===== src/rtl/instr_sequencer_if.sv =====
// Sequencer <-> datapath/memory bundle.
//   master : the control FSM (samples run/mem_rdy/ir, drives strobes and status)
//   slave  : the datapath/memory side (drives run/mem_rdy/ir, samples strobes)
// Signals:
//   run, mem_rdy, ir[31:0]                        -> sequencer
//   PCout, Zlowout, Zhighout, MDRout              bus drive strobes
//   MARin, PCin, MDRin, IRin, Yin, Zin, HIin, LOin register load strobes
//   IncPC, Read                                   PC+1 select, memory read
//   alu_op[3:0], regin/regout[NREG-1:0]           ALU select, one-hot GPR controls
//   state[3:0], halted, illegal                   debug/status
interface instr_sequencer_if #(parameter int NREG = 16);
    logic            run;
    logic            mem_rdy;
    logic [31:0]     ir;
    logic            PCout, Zlowout, Zhighout, MDRout;
    logic            MARin, PCin, MDRin, IRin, Yin, Zin, HIin, LOin;
    logic            IncPC, Read;
    logic [3:0]      alu_op;
    logic [NREG-1:0] regin;
    logic [NREG-1:0] regout;
    logic [3:0]      state;
    logic            halted;
    logic            illegal;

    modport master (
        input  run, mem_rdy, ir,
        output PCout, Zlowout, Zhighout, MDRout,
        output MARin, PCin, MDRin, IRin, Yin, Zin, HIin, LOin,
        output IncPC, Read, alu_op, regin, regout, state, halted, illegal
    );

    modport slave (
        output run, mem_rdy, ir,
        input  PCout, Zlowout, Zhighout, MDRout,
        input  MARin, PCin, MDRin, IRin, Yin, Zin, HIin, LOin,
        input  IncPC, Read, alu_op, regin, regout, state, halted, illegal
    );
endinterface


===== src/rtl/instr_sequencer.sv =====
// instr_sequencer: control-unit FSM for the register-transfer datapath.
// Fetches an instruction (T0-T2), decodes IR[31:27], executes ALU ops (T3-T6).
// Ports:
//   clk   : clock, all state changes on rising edge
//   clr   : synchronous active-high reset (IDLE, illegal cleared)
//   bus   : instr_sequencer_if.master (run/mem_rdy/ir in; strobes, alu_op,
//           one-hot regin/regout, state, halted, illegal out)
// Optional feature: define SEQ_MULDIV_EN to decode mul/div (LO in T5, HI in T6).
// Without it mul/div are illegal and HIin/LOin/Zhighout stay 0.
module instr_sequencer #(
    parameter int NREG = 16,
    parameter int OPW  = 5
) (
    input  logic               clk,
    input  logic               clr,
    instr_sequencer_if.master  bus
);
    typedef enum logic [3:0] {
        S_IDLE = 4'd0, S_T0 = 4'd1, S_T1 = 4'd2, S_T2 = 4'd3, S_T3 = 4'd4,
        S_T4 = 4'd5, S_T5 = 4'd6, S_T6 = 4'd7, S_HALT = 4'd8
    } state_t;

    localparam logic [OPW-1:0] OP_ADD  = OPW'(5'b00011);
    localparam logic [OPW-1:0] OP_SUB  = OPW'(5'b00100);
    localparam logic [OPW-1:0] OP_AND  = OPW'(5'b00101);
    localparam logic [OPW-1:0] OP_OR   = OPW'(5'b00110);
    localparam logic [OPW-1:0] OP_SHR  = OPW'(5'b00111);
    localparam logic [OPW-1:0] OP_SHL  = OPW'(5'b01000);
    localparam logic [OPW-1:0] OP_MUL  = OPW'(5'b01111);
    localparam logic [OPW-1:0] OP_DIV  = OPW'(5'b10000);
    localparam logic [OPW-1:0] OP_NEG  = OPW'(5'b10001);
    localparam logic [OPW-1:0] OP_NOT  = OPW'(5'b10010);
    localparam logic [OPW-1:0] OP_HALT = OPW'(5'b11011);
    localparam logic [NREG-1:0] ONE    = NREG'(1);

    state_t state_q, state_d;
    logic   illegal_q, illegal_d;

    logic [OPW-1:0] opcode;
    logic [3:0]     ra, rb, rc;
    logic [3:0]     alu_code;
    logic           is_legal;   // a defined ALU instruction
    logic           is_unary;
    logic           is_halt;
`ifdef SEQ_MULDIV_EN
    logic           is_muldiv;
`endif
    logic           unused_ir_bits;

    assign opcode = bus.ir[31 -: OPW];
    assign ra     = bus.ir[26:23];
    assign rb     = bus.ir[22:19];
    assign rc     = bus.ir[18:15];
    assign unused_ir_bits = ^bus.ir[14:0];

    // IR is stable from T3 until the next T2, so decode is purely combinational.
    always_comb begin
        alu_code = 4'd0;
        is_legal = 1'b1;
        is_unary = 1'b0;
        is_halt  = 1'b0;
`ifdef SEQ_MULDIV_EN
        is_muldiv = 1'b0;
`endif
        case (opcode)
            OP_ADD:  alu_code = 4'd1;
            OP_SUB:  alu_code = 4'd2;
            OP_AND:  alu_code = 4'd3;
            OP_OR:   alu_code = 4'd4;
            OP_SHR:  alu_code = 4'd5;
            OP_SHL:  alu_code = 4'd6;
`ifdef SEQ_MULDIV_EN
            OP_MUL:  begin alu_code = 4'd7; is_muldiv = 1'b1; end
            OP_DIV:  begin alu_code = 4'd8; is_muldiv = 1'b1; end
`endif
            OP_NEG:  begin alu_code = 4'd9;  is_unary = 1'b1; end
            OP_NOT:  begin alu_code = 4'd10; is_unary = 1'b1; end
            OP_HALT: begin is_halt = 1'b1; is_legal = 1'b0; end
            default: is_legal = 1'b0;
        endcase
    end

    always_ff @(posedge clk) begin
        if (clr) begin
            state_q   <= S_IDLE;
            illegal_q <= 1'b0;
        end else begin
            state_q   <= state_d;
            illegal_q <= illegal_d;
        end
    end

    // Moore outputs per state; T1 additionally depends on mem_rdy.
    always_comb begin
        state_d      = state_q;
        illegal_d    = illegal_q;
        bus.PCout    = 1'b0;
        bus.Zlowout  = 1'b0;
        bus.Zhighout = 1'b0;
        bus.MDRout   = 1'b0;
        bus.MARin    = 1'b0;
        bus.PCin     = 1'b0;
        bus.MDRin    = 1'b0;
        bus.IRin     = 1'b0;
        bus.Yin      = 1'b0;
        bus.Zin      = 1'b0;
        bus.HIin     = 1'b0;
        bus.LOin     = 1'b0;
        bus.IncPC    = 1'b0;
        bus.Read     = 1'b0;
        bus.alu_op   = 4'd0;
        bus.regin    = '0;
        bus.regout   = '0;
        case (state_q)
            S_IDLE: if (bus.run) state_d = S_T0;
            S_T0: begin
                bus.PCout = 1'b1;
                bus.MARin = 1'b1;
                bus.IncPC = 1'b1;
                bus.Zin   = 1'b1;
                state_d   = S_T1;
            end
            S_T1: begin
                // Wait state for as long as memory needs; PC+1 commits with the data.
                bus.Read  = 1'b1;
                bus.MDRin = 1'b1;
                if (bus.mem_rdy) begin
                    bus.Zlowout = 1'b1;
                    bus.PCin    = 1'b1;
                    state_d     = S_T2;
                end
            end
            S_T2: begin
                bus.MDRout = 1'b1;
                bus.IRin   = 1'b1;
                state_d    = S_T3;
            end
            S_T3: begin
                if (is_halt) begin
                    state_d = S_HALT;
                end else if (!is_legal) begin
                    illegal_d = 1'b1;
                    state_d   = S_HALT;
                end else if (is_unary) begin
                    bus.regout = ONE << rb;
                    bus.alu_op = alu_code;
                    bus.Zin    = 1'b1;
                    state_d    = S_T5;
                end else begin
                    bus.regout = ONE << rb;
                    bus.Yin    = 1'b1;
                    state_d    = S_T4;
                end
            end
            S_T4: begin
                bus.regout = ONE << rc;
                bus.alu_op = alu_code;
                bus.Zin    = 1'b1;
                state_d    = S_T5;
            end
            S_T5: begin
                bus.Zlowout = 1'b1;
                state_d     = bus.run ? S_T0 : S_IDLE;
`ifdef SEQ_MULDIV_EN
                if (is_muldiv) begin
                    bus.LOin = 1'b1;
                    state_d  = S_T6;
                end else begin
                    bus.regin = ONE << ra;
                end
`else
                bus.regin = ONE << ra;
`endif
            end
`ifdef SEQ_MULDIV_EN
            S_T6: begin
                bus.Zhighout = 1'b1;
                bus.HIin     = 1'b1;
                state_d      = bus.run ? S_T0 : S_IDLE;
            end
`endif
            S_HALT: state_d = S_HALT;
            default: state_d = S_IDLE;
        endcase
    end

    assign bus.state   = state_q;
    assign bus.halted  = (state_q == S_HALT);
    assign bus.illegal = illegal_q;
endmodule


===== src/flat_wrapper.sv =====
// flat-port wrapper written by rule: the top's interface ports become plain ports
module instr_sequencer_flat 
#(
    parameter int NREG = 16,
    parameter int OPW  = 5
)
  (clk, clr, bus_run, bus_mem_rdy, bus_ir, bus_PCout, bus_Zlowout, bus_Zhighout, bus_MDRout, bus_MARin, bus_PCin, bus_MDRin, bus_IRin, bus_Yin, bus_Zin, bus_HIin, bus_LOin, bus_IncPC, bus_Read, bus_alu_op, bus_regin, bus_regout, bus_state, bus_halted, bus_illegal);
  instr_sequencer_if #(.NREG(NREG)) bus_i ();
  input  logic clk;
  input  logic clr;
  input wire logic [$bits(bus_i.run)-1:0] bus_run;
  input wire logic [$bits(bus_i.mem_rdy)-1:0] bus_mem_rdy;
  input wire logic [$bits(bus_i.ir)-1:0] bus_ir;
  output wire logic [$bits(bus_i.PCout)-1:0] bus_PCout;
  output wire logic [$bits(bus_i.Zlowout)-1:0] bus_Zlowout;
  output wire logic [$bits(bus_i.Zhighout)-1:0] bus_Zhighout;
  output wire logic [$bits(bus_i.MDRout)-1:0] bus_MDRout;
  output wire logic [$bits(bus_i.MARin)-1:0] bus_MARin;
  output wire logic [$bits(bus_i.PCin)-1:0] bus_PCin;
  output wire logic [$bits(bus_i.MDRin)-1:0] bus_MDRin;
  output wire logic [$bits(bus_i.IRin)-1:0] bus_IRin;
  output wire logic [$bits(bus_i.Yin)-1:0] bus_Yin;
  output wire logic [$bits(bus_i.Zin)-1:0] bus_Zin;
  output wire logic [$bits(bus_i.HIin)-1:0] bus_HIin;
  output wire logic [$bits(bus_i.LOin)-1:0] bus_LOin;
  output wire logic [$bits(bus_i.IncPC)-1:0] bus_IncPC;
  output wire logic [$bits(bus_i.Read)-1:0] bus_Read;
  output wire logic [$bits(bus_i.alu_op)-1:0] bus_alu_op;
  output wire logic [$bits(bus_i.regin)-1:0] bus_regin;
  output wire logic [$bits(bus_i.regout)-1:0] bus_regout;
  output wire logic [$bits(bus_i.state)-1:0] bus_state;
  output wire logic [$bits(bus_i.halted)-1:0] bus_halted;
  output wire logic [$bits(bus_i.illegal)-1:0] bus_illegal;
  assign bus_i.run = bus_run;
  assign bus_i.mem_rdy = bus_mem_rdy;
  assign bus_i.ir = bus_ir;
  assign bus_PCout = bus_i.PCout;
  assign bus_Zlowout = bus_i.Zlowout;
  assign bus_Zhighout = bus_i.Zhighout;
  assign bus_MDRout = bus_i.MDRout;
  assign bus_MARin = bus_i.MARin;
  assign bus_PCin = bus_i.PCin;
  assign bus_MDRin = bus_i.MDRin;
  assign bus_IRin = bus_i.IRin;
  assign bus_Yin = bus_i.Yin;
  assign bus_Zin = bus_i.Zin;
  assign bus_HIin = bus_i.HIin;
  assign bus_LOin = bus_i.LOin;
  assign bus_IncPC = bus_i.IncPC;
  assign bus_Read = bus_i.Read;
  assign bus_alu_op = bus_i.alu_op;
  assign bus_regin = bus_i.regin;
  assign bus_regout = bus_i.regout;
  assign bus_state = bus_i.state;
  assign bus_halted = bus_i.halted;
  assign bus_illegal = bus_i.illegal;
  instr_sequencer #(.NREG(NREG), .OPW(OPW)) u_core (.clk(clk), .clr(clr), .bus(bus_i));
endmodule

===== config.mk =====
export PLATFORM = sky130hd
export DESIGN_NAME = instr_sequencer_flat
export DESIGN_NICKNAME = d
export VERILOG_FILES = /design/src/rtl/instr_sequencer_if.sv /design/src/rtl/instr_sequencer.sv /design/src/flat_wrapper.sv
export SDC_FILE = /design/constraint.sdc
export NUM_CORES = 1
export LEC_CHECK = 0
export ABC_AREA = 1
export CORE_MARGIN = 1.5
export CORE_UTILIZATION = 31
export CTS_CLUSTER_SIZE = 8
export DETAILED_ROUTE_END_ITERATION = 7
export PLACE_DENSITY = 0.8
export SLEW_MARGIN = 0
export SYNTH_ARGS = -nofsm -noshare
export SYNTH_HDL_FRONTEND = slang
export SYNTH_SLANG_ARGS = --single-unit

===== constraint.sdc =====
create_clock -name clk -period 1.4 [get_ports clk]
set_input_delay 0.28 -clock clk [delete_from_list [all_inputs] [get_ports clk]]
set_output_delay 0.28 -clock clk [all_outputs]
set_load 0.01 [all_outputs]

== After elaboration in Yosys (flattened, before gate mapping) ==
Cells that the tools add are included.
Storage, ports and cells
  register bits after elaboration: 5
  input port bits: 36
  output and inout port bits: 56
  logic and storage cells: 64
Cells by class
  equality and inequality tests: 18
  shift-type cells: 3
  mux-type cells: 33
  bitwise gates (word level): 2
  reductions and logical operators: 6
Operators by type and width (number)
  $pmux W4 S8: 2
  $mux W16: 3
  $shl A1 B4 Y16 const A: 3
  $pmux W16 S2: 1
  $mux W4: 7
  $eq A5 B3 Y1 const B: 4
  $mux W1: 16
  $eq A5 B5 Y1 const B: 3
  $eq A4 B3 Y1 const B: 3
  $eq A4 B2 Y1 const B: 2
  $pmux W4 S2: 1
  $reduce_or A8 Y1: 1
  $eq A5 B2 Y1 const B: 1
  $eq A5 B4 Y1 const B: 1
  $eq A4 B1 Y1 const B: 1
  $eq A4 B4 Y1 const B: 1
  $logic_not A4 Y1: 1
  $ne A2 B2 Y1 const B: 2
  $pmux W1 S2: 2
  $reduce_or A2 Y1: 2
  $reduce_and A3 Y1: 1
  $mux W2: 1
  $not A1 Y1: 2
  $reduce_and A2 Y1: 1

== Logic depth before layout (Yosys ltp) ==
Gate-level depths: netlist of the first run.
  depth after elaboration: 7
  depth in mapped cells: 9
  gate-level depth less buffers: 9

== Worst setup path before layout of the first run ==
No wires, ideal clock.
  path kind: reg2out
  start: register u_core.state_q[1] (netlist: u_core.bus.state[1])
  end: output bus_regin[0]
  arrival: 1261 ps
  required time: 1120 ps
  slack: -141 ps
  stages on the path, launching flop included: 7
  path buffers: 1
  path through: dfxtp_1 inv_1 nor2_1 nand2_1 or2_2 buf_2 nor2_1
On the way
  longest elaborated chain between the ends: 2
Ends and longest elaborated chain
  from (decl): RTL line instr_sequencer.sv:36  | state_t state_q, state_d;
  from (signal assigned): RTL line instr_sequencer.sv:88  | state_q <= state_d;
  $eq A4 B3 Y1: RTL line instr_sequencer.sv:114  | case (state_q)
  $mux W16: RTL line instr_sequencer.sv:114
  to (decl): RTL line flat_wrapper.sv:29  | output wire logic [$bits(bus_i.regin)-1:0] bus_regin;
Every way passes these cells.

== Final worst setup path of the first run ==
  start: register u_core.state_q[1] (netlist: u_core.bus.state[1])
  end: output bus_regout[2]
On the way
  longest elaborated chain between the ends: 2
  elaborated cells on any way between the ends: 3
  those cells by class: 2 x eq/ne; 1 x mux
Ends and longest elaborated chain
  $eq A4 B3 Y1: RTL line instr_sequencer.sv:114
  $pmux W16 S2 (*): RTL line instr_sequencer.sv:114
  to (decl): RTL line flat_wrapper.sv:30  | output wire logic [$bits(bus_i.regout)-1:0] bus_regout;
Every way passes the cells marked *; elsewhere a longest branch is shown, timed or not.

==> results of run 1 <==
## worst paths after layout
path / end / cells after the start
worst max-delay path: bus_regout[2] / 7
worst min-delay path: u_core.bus.illegal / 5
worst max register to register: u_core.bus.state[2] / 9
worst min register to register: u_core.bus.illegal / 2
## metrics by stage
stage	hold slack [ns]	total power, mW
floorplan	0.335	0.467
global placement	0.443	0.805
detailed placement	0.452	0.818
CTS	0.458	1.11
global route	0.547	1.45
finish	0.501	1.39
## layout make-up
type,instances,area [um2],share of cell area
Multi-Input combinational cell,150,1200,0.439
Inverter,39,175,0.0640
Sequential cell,5,113,0.0411
Clock buffer,4,26.3,0.00960
Timing Repair Buffer,132,1170,0.426
Tap cell,44,55.1,0.0201
## flip-flops by register name, summed over array words and instances, names as in the netlist
signal and cells:
u_core.bus.illegal 1, u_core.bus.state 4
## cells in the final DEF (no fill, tap or decap), types with 5 or more instances in the layout
master	instances
buf_2	25
buf_4	44
buf_6	38
clkdlybuf4s50_1	6
dlygate4sd2_1	10
inv_1	18
inv_2	11
inv_4	8
nand2_1	27
nand2_2	6
nand2_4	7
nand3_1	13
nor2_1	5
nor2_2	7
nor2_4	22
nor3_2	7
o21ai_1	7
o22ai_1	6
## worst max-delay path, cell delays in order, from the launching register on
cell and delay, ns:
dfxtp_4 0.38, nor2_4 0.14, nand2_4 0.09, clkinvlp_4 0.12
buf_12 0.14, nand2_8 0.07, o21ai_1 0.15, buf_2 0.16
## power by group
part	internal, mW	total, mW	switching [mW]
registers	0.168	0.211	0.0425
clock network	0.109	0.194	0.0849
logic	0.474	0.990	0.516
total	0.751	1.39	0.643
## Yosys cell counts, types with 2 or more instances
master / instances
a21oi_1: 6
nor2_2: 2
dfxtp_1: 5
inv_1: 36
nand2_1: 39
inv_2: 3
o22ai_1: 10
nand3_1: 18
o21ai_0: 11
a31oi_1: 3
nor3_1: 14
buf_4: 7
nor2_1: 31
nand2_4: 2
## repair_timing
action,in CTS,in global routing
gates resized for setup,325,75
hold buffers,0,0
setup buffers,16,7
cloned,2,0
setup endpoints to repair,57,49
pin swaps,17,14
## metal layers
layer  track usage  share of wire
met1         0.295           0.36
met2         0.534           0.53
met3        0.0320          0.070
met4         0.143          0.042
met5             0              0
## cell families (layout without fill, tap and decap cells)
kind of cell | after synthesis | in the layout | share of synthesized area
AND/OR/NAND/NOR | 112 | 114 | 0.496
flip-flops | 5 | 5 | 0.0978
AO/OA/AOI/OAI | 33 | 33 | 0.188
buffers and inverters | 49 | 175 | 0.214
other | 1 | 3 | 0.00366
==> summary.txt, run 1 <==
Route
  – Via Count: 2,001
  – Iteration-0 DRC Markers: 118
  – Wire per inst: 17.5 um
  – DR vias/cell: 5.35
  – Antenna-violating nets left: 0
  – Overall routed net length: ~6.5 mm
  – DRC viols: 0
  – Initial DRT Pass Iterations: 5

GRT
  – Largest net degree at the start of global routing: 9
  – GRT overflow: 0
  – Global Route Usage Sum: 0.278
  – First-pass GRT wire length: 7.79 mm
  – Vias in the first global route: 1,780
  – Initial antenna violation count: 0

Setup path
  – Worst-path maximum fanout: 8
  – Setup crit start: u_core.bus.state[1]
  – Crit. End Element: primary output
  – Worst r2r src: u_core.bus.state[2]
  – Crit Path Class: reg2out
  – R2R Setup Slk: -0.06 ns
  – Worst EP arrival: 1.52 ns
  – Type of origin of the critical path: register
  – WP data required: 1.12 ns

Synthesis
  – Synth Instances: 200
  – Post-synth EDFFs: 0
  – Ys async rst share: 0
  – Post-synthesis sequential area ratio: 0.0978
  – Yosys top cell area share: 0.143
  – Post-synth top area cell: nand2_1
  – Syn avg cell area: just over 5 um2
  – Post-synth cell types: 27
  – Synth area leaders: nand2_1 14%, inv_1 13%, nor2_1 11%
  – Synth Warn #: 0
  – Synth Cell Area: 0.00102 mm2
  – Register bit total from synthesis: 5
  – Main flop type after synthesis: dfxtp_1

Timing
  – Post-layout minimum cycle time: 1.80 ns
  – Period utilisation layout: 1.29
  – Clock skew: 0.0170 ns
  – Peak Freq: around 0.56 GHz
  – RSZ-0062 raised after global routing: yes
  – Worst setup margin: -0.399 ns
  – Setup_tns: -15.57 ns
  – Fin. Hold Viols: 0
  – Final max-slew violation count: 0
  – Final Setup Violations: 52

Floorplan
  – I/O pins: slightly above 90
  – Die Wd: approximately 60 um
  – Die height: a little over 60 um
  – Area of the core: 0.00310 mm2
  – Starting density of the core: 0.330
  – Die Area: 0.00366 mm2
  – Rows: 20

Clock network
  – Clock root cell: clkbuf_4
  – Num CTS Buffers: 3
  – Clock insertion delay at the later pin of the skew report: 0.27 ns
  – Max Root-Sink Buffers: 2
  – H-tree levels: 1
  – CTS tree: built
  – Worst-path clk slew: 0.06 ns
  – Sink Count: 5

Finish
  – N_diodes: 0
  – Final core occ: 0.882
  – Post-Layout Cell Count: 374
  – Area growth, synth to finish: 167%
  – Fillers: 159
  – # nets final: 367
  – Share of layout cells above drive strength 1: 0.661
  – Fin area: between 0.002 and 0.003 mm2

Job
  – Max-cap violations: 0

Placed design
  – GP Congestion: around 0.94
  – # port buffers: 73
  – Pre-CTS WS: -1.10 ns
  – DP Cell Count: 346
  – Post-DP Area: ~0.0021 mm2
  – HPWL after DPL: roughly 3.1 mm

Power and ir drop
  – Leakage dissipation: 1.27 nW
  – VDD IR max: 370 uV
  – Power per cell area: 509 mW/mm2

Hold path
  – Hold Path Class: in2reg
  – Worst hold start: bus_ir[31]

Status
  – Violated checks: negative setup slack
  – Run status: finished, violations left
(Power assumes the default switching activity.)
==> run 2, diff against run 1 <==
--- a/config.mk
+++ b/config.mk
@@ -7,4 +7,5 @@
 export LEC_CHECK = 0
 export ABC_AREA = 1
+export ABC_CLOCK_PERIOD_IN_PS = 1400
 export CORE_MARGIN = 1.5
 export CORE_UTILIZATION = 31
==> constraint.sdc (replaced) <==
create_clock -name clk -period 1.4 [get_ports clk]
set_input_delay 0.28 -clock clk [delete_from_list [all_inputs] [get_ports clk]]
set_output_delay 0.28 -clock clk [all_outputs]
set_load 0.02 [all_outputs]
==> run 2 against run 1 <==
  * The flow still finishes with violations (negative setup slack)
  * Combinational power down 8.1%
  * Die area unchanged
  * Sequential cell count unchanged
  * Register-to-register slack better by 0.17 ns
  * Setup slack better by 0.0036 ns
  * Critical path type is now in2out
==> summary.txt, run 2 (synthesized netlist as in run 1, its figures left out) <==
Route
  – DRC viols: 0 (unchanged)
  – Initial DRT Pass Iterations: 4 (-1)
  – Via Count: 1,943 (-2.9%)
  – DR vias/cell: 5.46 (+2.0%)
  – Overall routed net length: 5.99 mm (-8.4%)
  – Antenna-violating nets left: 0 (unchanged)
  – Iteration-0 DRC Markers: 88 (-25%)
  – Wire per inst: 16.8 um (-3.8%)

Timing
  – Fin. Hold Viols: 0 (unchanged)
  – Final max-slew violation count: 0 (unchanged)
  – Period utilisation layout: 1.28 (-0.00259)
  – Clock skew: 0.00786 ns (-0.00911 ns)
  – RSZ-0062 raised after global routing: yes
  – Peak Freq: 0.557 GHz (+0.20%)
  – Final Setup Violations: 48 (-7.7%)
  – Worst setup margin: -0.395 ns (+0.00363 ns)
  – Hold WS: 0.501 ns (-0.000567 ns)
  – Post-layout minimum cycle time: 1.80 ns (-0.00363 ns)

GRT
  – Largest net degree at the start of global routing: 9 (unchanged)
  – Vias in the first global route: 1,718 (-3.5%)
  – GRT overflow: 0 (unchanged)
  – Global Route Usage Sum: 0.288 (+0.0103)
  – Initial antenna violation count: 0 (unchanged)
  – First-pass GRT wire length: 7.95 mm (+2.0%)

Clock network
  – Max Root-Sink Buffers: 2 (unchanged)
  – Clock root cell: clkbuf_4
  – CTS Hold Buffers Added: 0 (unchanged)
  – Clock insertion delay at the later pin of the skew report: 0.25 ns (-0.02 ns)
  – Num CTS Buffers: 3 (unchanged)
  – Worst-path clk slew: 0.04 ns (-0.02 ns)
  – CTS tree: built
  – Sink Count: 5 (unchanged)
  – H-tree levels: 1 (unchanged)

Power and ir drop
  – Leakage dissipation: 1.16 nW (-9.2%)
  – Pwr Total: 1.29 mW (-7.2%)
  – Net Sw Power: 0.625 mW (-2.9%)
  – Power per cell area: 485 mW/mm2 (-4.7%)
  – Internal: 0.669 mW (-11%)
  – Comb power frac: 0.703 (-0.007)
  – Sw frac: 0.483 (+0.0218)
  – VDD IR max: 420 uV (+14%)
  – Clock share of power: 0.139 (about the same)
  – Reg power frac: 0.158 (+0.007)

Placed design
  – GP Congestion: 0.780 (-17%)
  – HPWL after DPL: 3.20 mm (+3.1%)
  – DP Cell Count: 346 (unchanged)
  – # port buffers: 73 (unchanged)

Finish
  – # nets final: 349 (-4.9%)
  – Area of the multi-input gates: 0.00129 mm2 (+7.6%)
  – Area growth, synth to finish: 160%
  – Post-Layout Cell Count: 356 (-4.8%)
  – Most frequent cells in the layout: 64 x buf_4, 26 x buf_6, 19 x nand2_1, 16 x inv_1
  – Fillers: 168 (+5.7%)
  – Share of layout cells above drive strength 1: 0.712 (+0.0509)
  – Final core occ: 0.859 (-0.0234)
  – Largest register FFs: 4 (unchanged)
  – N_diodes: 0 (unchanged)
  – Reg area: 115 um2 (+2.2%)
  – Commonest non-fill, non-tap cell in the layout: buf_4

Job
  – Max-cap violations: 0 (unchanged)

Setup path
  – WP data required: 1.12 ns (about the same)
  – Type of origin of the critical path: input pin
  – Crit Path Class: in2out
  – Worst-path maximum fanout: 5 (-3)
  – Worst EP arrival: 1.52 ns (about the same)
  – Crit. End Element: primary output

Floorplan
  – Die height: 60.5 um (unchanged)
  – Die Wd: 60.5 um (unchanged)
  – Die Area: 0.00366 mm2 (unchanged)
  – Area of the core: 0.00310 mm2 (unchanged)
  – Rows: 20 (unchanged)
  – I/O pins: 92 (unchanged)
  – Starting density of the core: 0.330 (unchanged)

Status
  – Run status: finished, violations left
  – Violated checks: negative setup slack

Hold path
  – Hold Path Class: reg2reg
## run 2: cell count changes in the layout (fill, tap and decap cells not counted), moves of 5 or more
cell,previous run,this run
nor2_2,7,12
o21ai_1,7,1
buf_2,25,2
o22ai_4,1,9
nand2_2,6,15
nand2_1,27,19
nor2_4,22,15
buf_6,38,26
buf_4,44,64
o22ai_1,6,1
## run 2: stage by stage
step | worst slack, ns | instance area [um2] | TNS, ns
after floorplan | -0.0610 | 1360 | -1.17
after global placement | -1.19 | 2330 | -41.49
after detailed placement | -1.23 | 2330 | -42.79
after CTS | -0.373 | 2540 | -11.27
after global routing | -0.432 | 2670 | -15.15
final | -0.395 | 2670 | -12.88
## run 2: power groups by stage
stage | logic [mW] | clock network, mW | registers, mW
floorplan | 0.367 | 0 | 0.213
global placement | 0.733 | 0 | 0.190
detailed placement | 0.744 | 0 | 0.190
CTS | 0.825 | 0.178 | 0.190
global route | 0.962 | 0.193 | 0.208
finish | 0.910 | 0.179 | 0.204
## run 2: what timing repair did
item                                    CTS  global route
resized for setup                       360            40
endpoints found under the setup margin   58            49
buffers inserted                          1             3
pin swaps                                17            13
cloned                                    2             0
## run 2: per-layer routing
metal	up-vias	track usage	wire length [um]	part of all wire
li1	873	-	-	-
met2	133	0.540	3120	0.52
met1	895	0.328	2070	0.35
met5	-	0	0	0
met3	42	0.0235	415	0.069
met4	0	0.137	381	0.064
## run 2: area by class of cell
| class | count | area share |
|---|---|---|
| timing repair buffer | 114 | 0.376 |
| clock buffer | 4 | 0.00986 |
| inverter | 39 | 0.0653 |
| multi-input combinational | 150 | 0.485 |
| sequential | 5 | 0.0432 |
| tap | 44 | 0.0207 |
## run 2: critical path, cell delays in order
cell	delay, ns
buf_4	0.14
inv_1	0.08
nor2_2	0.17
nand2_1	0.12
nand2_2	0.12
inv_4	0.06
nand2_8	0.11
nand2_4	0.11
o22ai_4	0.15
buf_6	0.15
## run 2: path summary, 6_finish.rpt
kind / startpoint / to / slack [ns] / depth (start not counted)
worst min-delay path: u_core.bus.illegal / u_core.bus.illegal / 0.50 / 2
worst max-delay path: bus_ir[28] / bus_regout[4] / -0.40 / 10
worst max register to register: u_core.bus.state[0] / u_core.bus.state[0] / 0.11 / 7
worst min register to register: u_core.bus.illegal / u_core.bus.illegal / 0.50 / 2
==> run 3, diff against run 2 <==
- CORE_MARGIN: 1.5 -> 2
==> run 3 against run 2 <==
  * The run now fails in 5_1_grt
  * Synthesized area unchanged
  * Synthesized cell count is the same
==> summary.txt, run 3 <==
Synthesis
  – Register bit total from synthesis: 5 (unchanged)
  – Post-synth EDFFs: 0 (unchanged)
  – Post-synth top area cell: nand2_1
  – Post-synthesis sequential area ratio: 0.0978 (unchanged)
  – Top cells by count, synth: 39 x nand2_1, 36 x inv_1, 31 x nor2_1, 18 x nand3_1, 14 x nor3_1
  – Synth Cell Area: 0.00102 mm2 (unchanged)
  – Post-synth cell types: 27 (unchanged)
  – Yosys top cell area share: 0.143 (unchanged)
  – Most common cell in the netlist: nand2_1
  – Synth Warn #: 0 (unchanged)
  – Ys async rst share: 0 (unchanged)
  – Synth area leaders: nand2_1 14%, inv_1 13%, nor2_1 11%
  – Syn avg cell area: 5.12 um2 (unchanged)
  – Main flop type after synthesis: dfxtp_1
  – Synth Instances: 200 (unchanged)

Clock network
  – H-tree levels: 1 (unchanged)
  – Max Root-Sink Buffers: 2 (unchanged)
  – CTS Hold Buffers Added: 0 (unchanged)
  – Clock root cell: clkbuf_4
  – Sink Count: 5 (unchanged)
  – Num CTS Buffers: 3 (unchanged)

Status
  – Exit stage: 5_1_grt
  – First Error: [ERROR GRT-0232] Routing congestion too high. Check the congestion heatmap in the GUI.
  – Run status: aborted with a tool error

Timing
  – Worst EP post-GRT repair: bus_regout[9]
  – Worst EP kind: output port

GRT
  – GRT overflow: 5
  – Largest net degree at the start of global routing: 9
  – Global Route Usage Sum: 0.633

Floorplan
  – Die Wd: 61.5 um (+1.7%)
  – Rows: 20 (unchanged)
  – Die height: 61.5 um (+1.7%)
  – I/O pins: 92 (unchanged)
  – Starting density of the core: 0.330 (unchanged)

Placed design
  – # port buffers: 73 (unchanged)
  – Pre-CTS WS: -1.23 ns (-0.00333 ns)
  – HPWL after DPL: 3.58 mm (+12%)
  – GP Congestion: 0.811 (+4.0%)
[run 3: cell counts after synthesis]
No cell type changed its count.
[run 3: cells by family after synthesis]
family / count (synthesis) / share of synthesized area
buffers and inverters: 49 / 0.214
DFF: 5 / 0.0978
and+or+nand+nor: 112 / 0.496
other: 1 / 0.00366
AOI/OAI and AO/OA: 33 / 0.188
[run 3: repair_timing]
action	in CTS
setup endpoints to repair	58
gates resized for setup	394
pin swaps	27
cloned	2
buffers inserted	14
[run 3: routing by layer]
metal | overflow | global-route usage
met5 | 0 | 0.0571
met4 | 2 | 0.653
met3 | 0 | 0.422
met2 | 3 | 0.868
met1 | 0 | 0.608
[run 3: through the flow]
stage	instance area (um2)	hold WS (ns)	std cells	utilization
2_1_floorplan	1360	0.333	202	-
3_3_place_gp	2370	0.441	352	0.765
3_5_place_dp	2370	0.444	352	0.765
4_1_cts	2800	0.438	370	0.903
==> run 4, diff against run 3 <==
- CORE_AREA: unset -> 2 2 63 65
- CORE_MARGIN: 2 -> unset
- CORE_UTILIZATION: 31 -> unset
- CTS_CLUSTER_SIZE: 8 -> unset
- DIE_AREA: unset -> 0 0 65 67
- PLACE_DENSITY: 0.8 -> unset
- PLACE_DENSITY_LB_ADDON: unset -> 0.15
==> run 4 against run 3 <==
  * The flow now finishes, with violations (negative setup slack)
==> summary.txt, run 4 (synthesized netlist as in run 1, its figures left out) <==
Status
  – Run status: finished, violations left
  – Violated checks: negative setup slack

Route
  – DRC viols: 0
  – Overall routed net length: 5.03 mm
  – Iteration-0 DRC Markers: 49
  – Via Count: 1,766
  – DR vias/cell: 4.84
  – Wire per inst: around 14 um
  – Antenna-violating nets left: 0
  – Initial DRT Pass Iterations: 4

Floorplan
  – Die Wd: 65 um (+5.8%)
  – Area of the core: 0.00361 mm2
  – Starting density of the core: 0.284 (-0.0460)
  – Die height: 67 um (+9.0%)
  – I/O pins: 92 (unchanged)
  – Rows: 22 (+10%)
  – Die Area: 0.00436 mm2

Setup path
  – WP data required: 1.12 ns
  – Crit. End Element: primary output
  – Worst-path maximum fanout: 8
  – Crit Path Class: in2out
  – Type of origin of the critical path: input pin
  – Worst EP arrival: 1.46 ns

Power and ir drop
  – Comb power frac: 0.672
  – Internal: 0.794 mW
  – Sw frac: 0.448
  – Leakage dissipation: about 1.2 nW
  – Reg power frac: 0.138
  – VDD IR max: roughly 360 uV
  – Clock share of power: 0.190
  – Power per cell area: 492 mW/mm2
  – Net Sw Power: 0.644 mW
  – Pwr Total: 1.44 mW

Clock network
  – Num CTS Buffers: 3 (unchanged)
  – H-tree levels: 1 (unchanged)
  – Clock insertion delay at the later pin of the skew report: 0.23 ns
  – Max Root-Sink Buffers: 2 (unchanged)
  – Worst-path clk slew: 0.03 ns
  – CTS tree: built
  – Sink Count: 5 (unchanged)
  – Clock root cell: clkbuf_8

Timing
  – Final Setup Violations: 48
  – Period utilisation layout: 1.24
  – Worst setup margin: -0.339 ns
  – Post-layout minimum cycle time: 1.74 ns
  – Final max-slew violation count: 0
  – RSZ-0062 raised after global routing: yes
  – Clock skew: 0.000153 ns
  – Peak Freq: 0.575 GHz
  – Fin. Hold Viols: 0
  – Hold WS: roughly 0.46 ns

Placed design
  – # port buffers: 73 (unchanged)
  – GP Congestion: 0.882 (+8.8%)
  – HPWL after DPL: 3.30 mm (-8.0%)

Finish
  – # nets final: ~350
  – Commonest non-fill, non-tap cell in the layout: buf_6
  – Largest register FFs: 4
  – Area growth, synth to finish: 186%
  – Final core occ: 0.811
  – Share of layout cells above drive strength 1: 0.738
  – N_diodes: 0
  – Most frequent cells in the layout: 51 x buf_6, 44 x buf_4, 25 x nor2_4, 19 x nand2_1

Job
  – Max-cap violations: 0

GRT
  – Global Route Usage Sum: 0.220
  – Vias in the first global route: around 1,700
  – Initial antenna violation count: 0
  – GRT overflow: 0
  – First-pass GRT wire length: roughly 7.6 mm
  – Largest net degree at the start of global routing: 9

Hold path
  – Hold Path Class: reg2reg
## run 4: final timing paths
kind	end	slack [ns]	startpoint	depth (start not counted)
worst max register to register	u_core.bus.state[2]	0	u_core.bus.state[3]	9
worst min register to register	u_core.bus.illegal	0.46	u_core.bus.illegal	2
worst max-delay path	bus_regin[4]	-0.34	bus_ir[26]	4
worst min-delay path	u_core.bus.illegal	0.46	u_core.bus.illegal	2
## run 4: layer usage
metal,global-route usage,wire (um),share of wire,vias to the layer above
met5,0,0,0,-
li1,-,-,-,886
met1,0.253,1960,0.39,802
met4,0.0665,95,0.019,0
met3,0.0270,212,0.042,11
met2,0.420,2760,0.55,67
## run 4: area by class of cell
class | count | area, um2
clock buffer | 4 | 45.0
fill | 228 | 683
inverter | 39 | 186
multi-input combinational | 150 | 1390
sequential | 5 | 115
tap | 48 | 60.1
timing repair buffer | 119 | 1130
## run 4: repair_timing
| action | 4_1_cts | 5_1_grt |
|---|---|---|
| resized for setup | 383 | 66 |
| buffers inserted | 5 | 4 |
| hold buffers | 0 | 0 |
| endpoints found under the setup margin | 58 | 49 |
| gates cloned | 2 | 0 |
| pin swaps | 29 | 18 |
## run 4: metrics by stage
stage	worst slack, ns	area, um2	std cells	TNS, ns
after global routing	-0.354	2920	365	-13.24
after CTS	-0.289	2690	363	-9.61
after floorplan	-0.0610	1360	202	-1.17
after detailed placement	-1.22	2360	353	-42.61
final	-0.339	2920	365	-10.40
after global placement	-1.20	2360	353	-41.56
## run 4: critical path: stages
cell	delay [ns]
clkdlybuf4s50_1	0.52
or2_4	0.40
nor2_4	0.13
buf_6	0.13
## run 4: power groups by stage
| stage | Combinational [mW] | Clock [mW] | Sequential (mW) |
|---|---|---|---|
| 2_1_floorplan | 0.367 | 0 | 0.213 |
| 3_3_place_gp | 0.747 | 0 | 0.185 |
| 3_5_place_dp | 0.752 | 0 | 0.186 |
| 4_1_cts | 0.871 | 0.280 | 0.195 |
| 5_1_grt | 1.03 | 0.291 | 0.202 |
| 6_report | 0.966 | 0.274 | 0.199 |
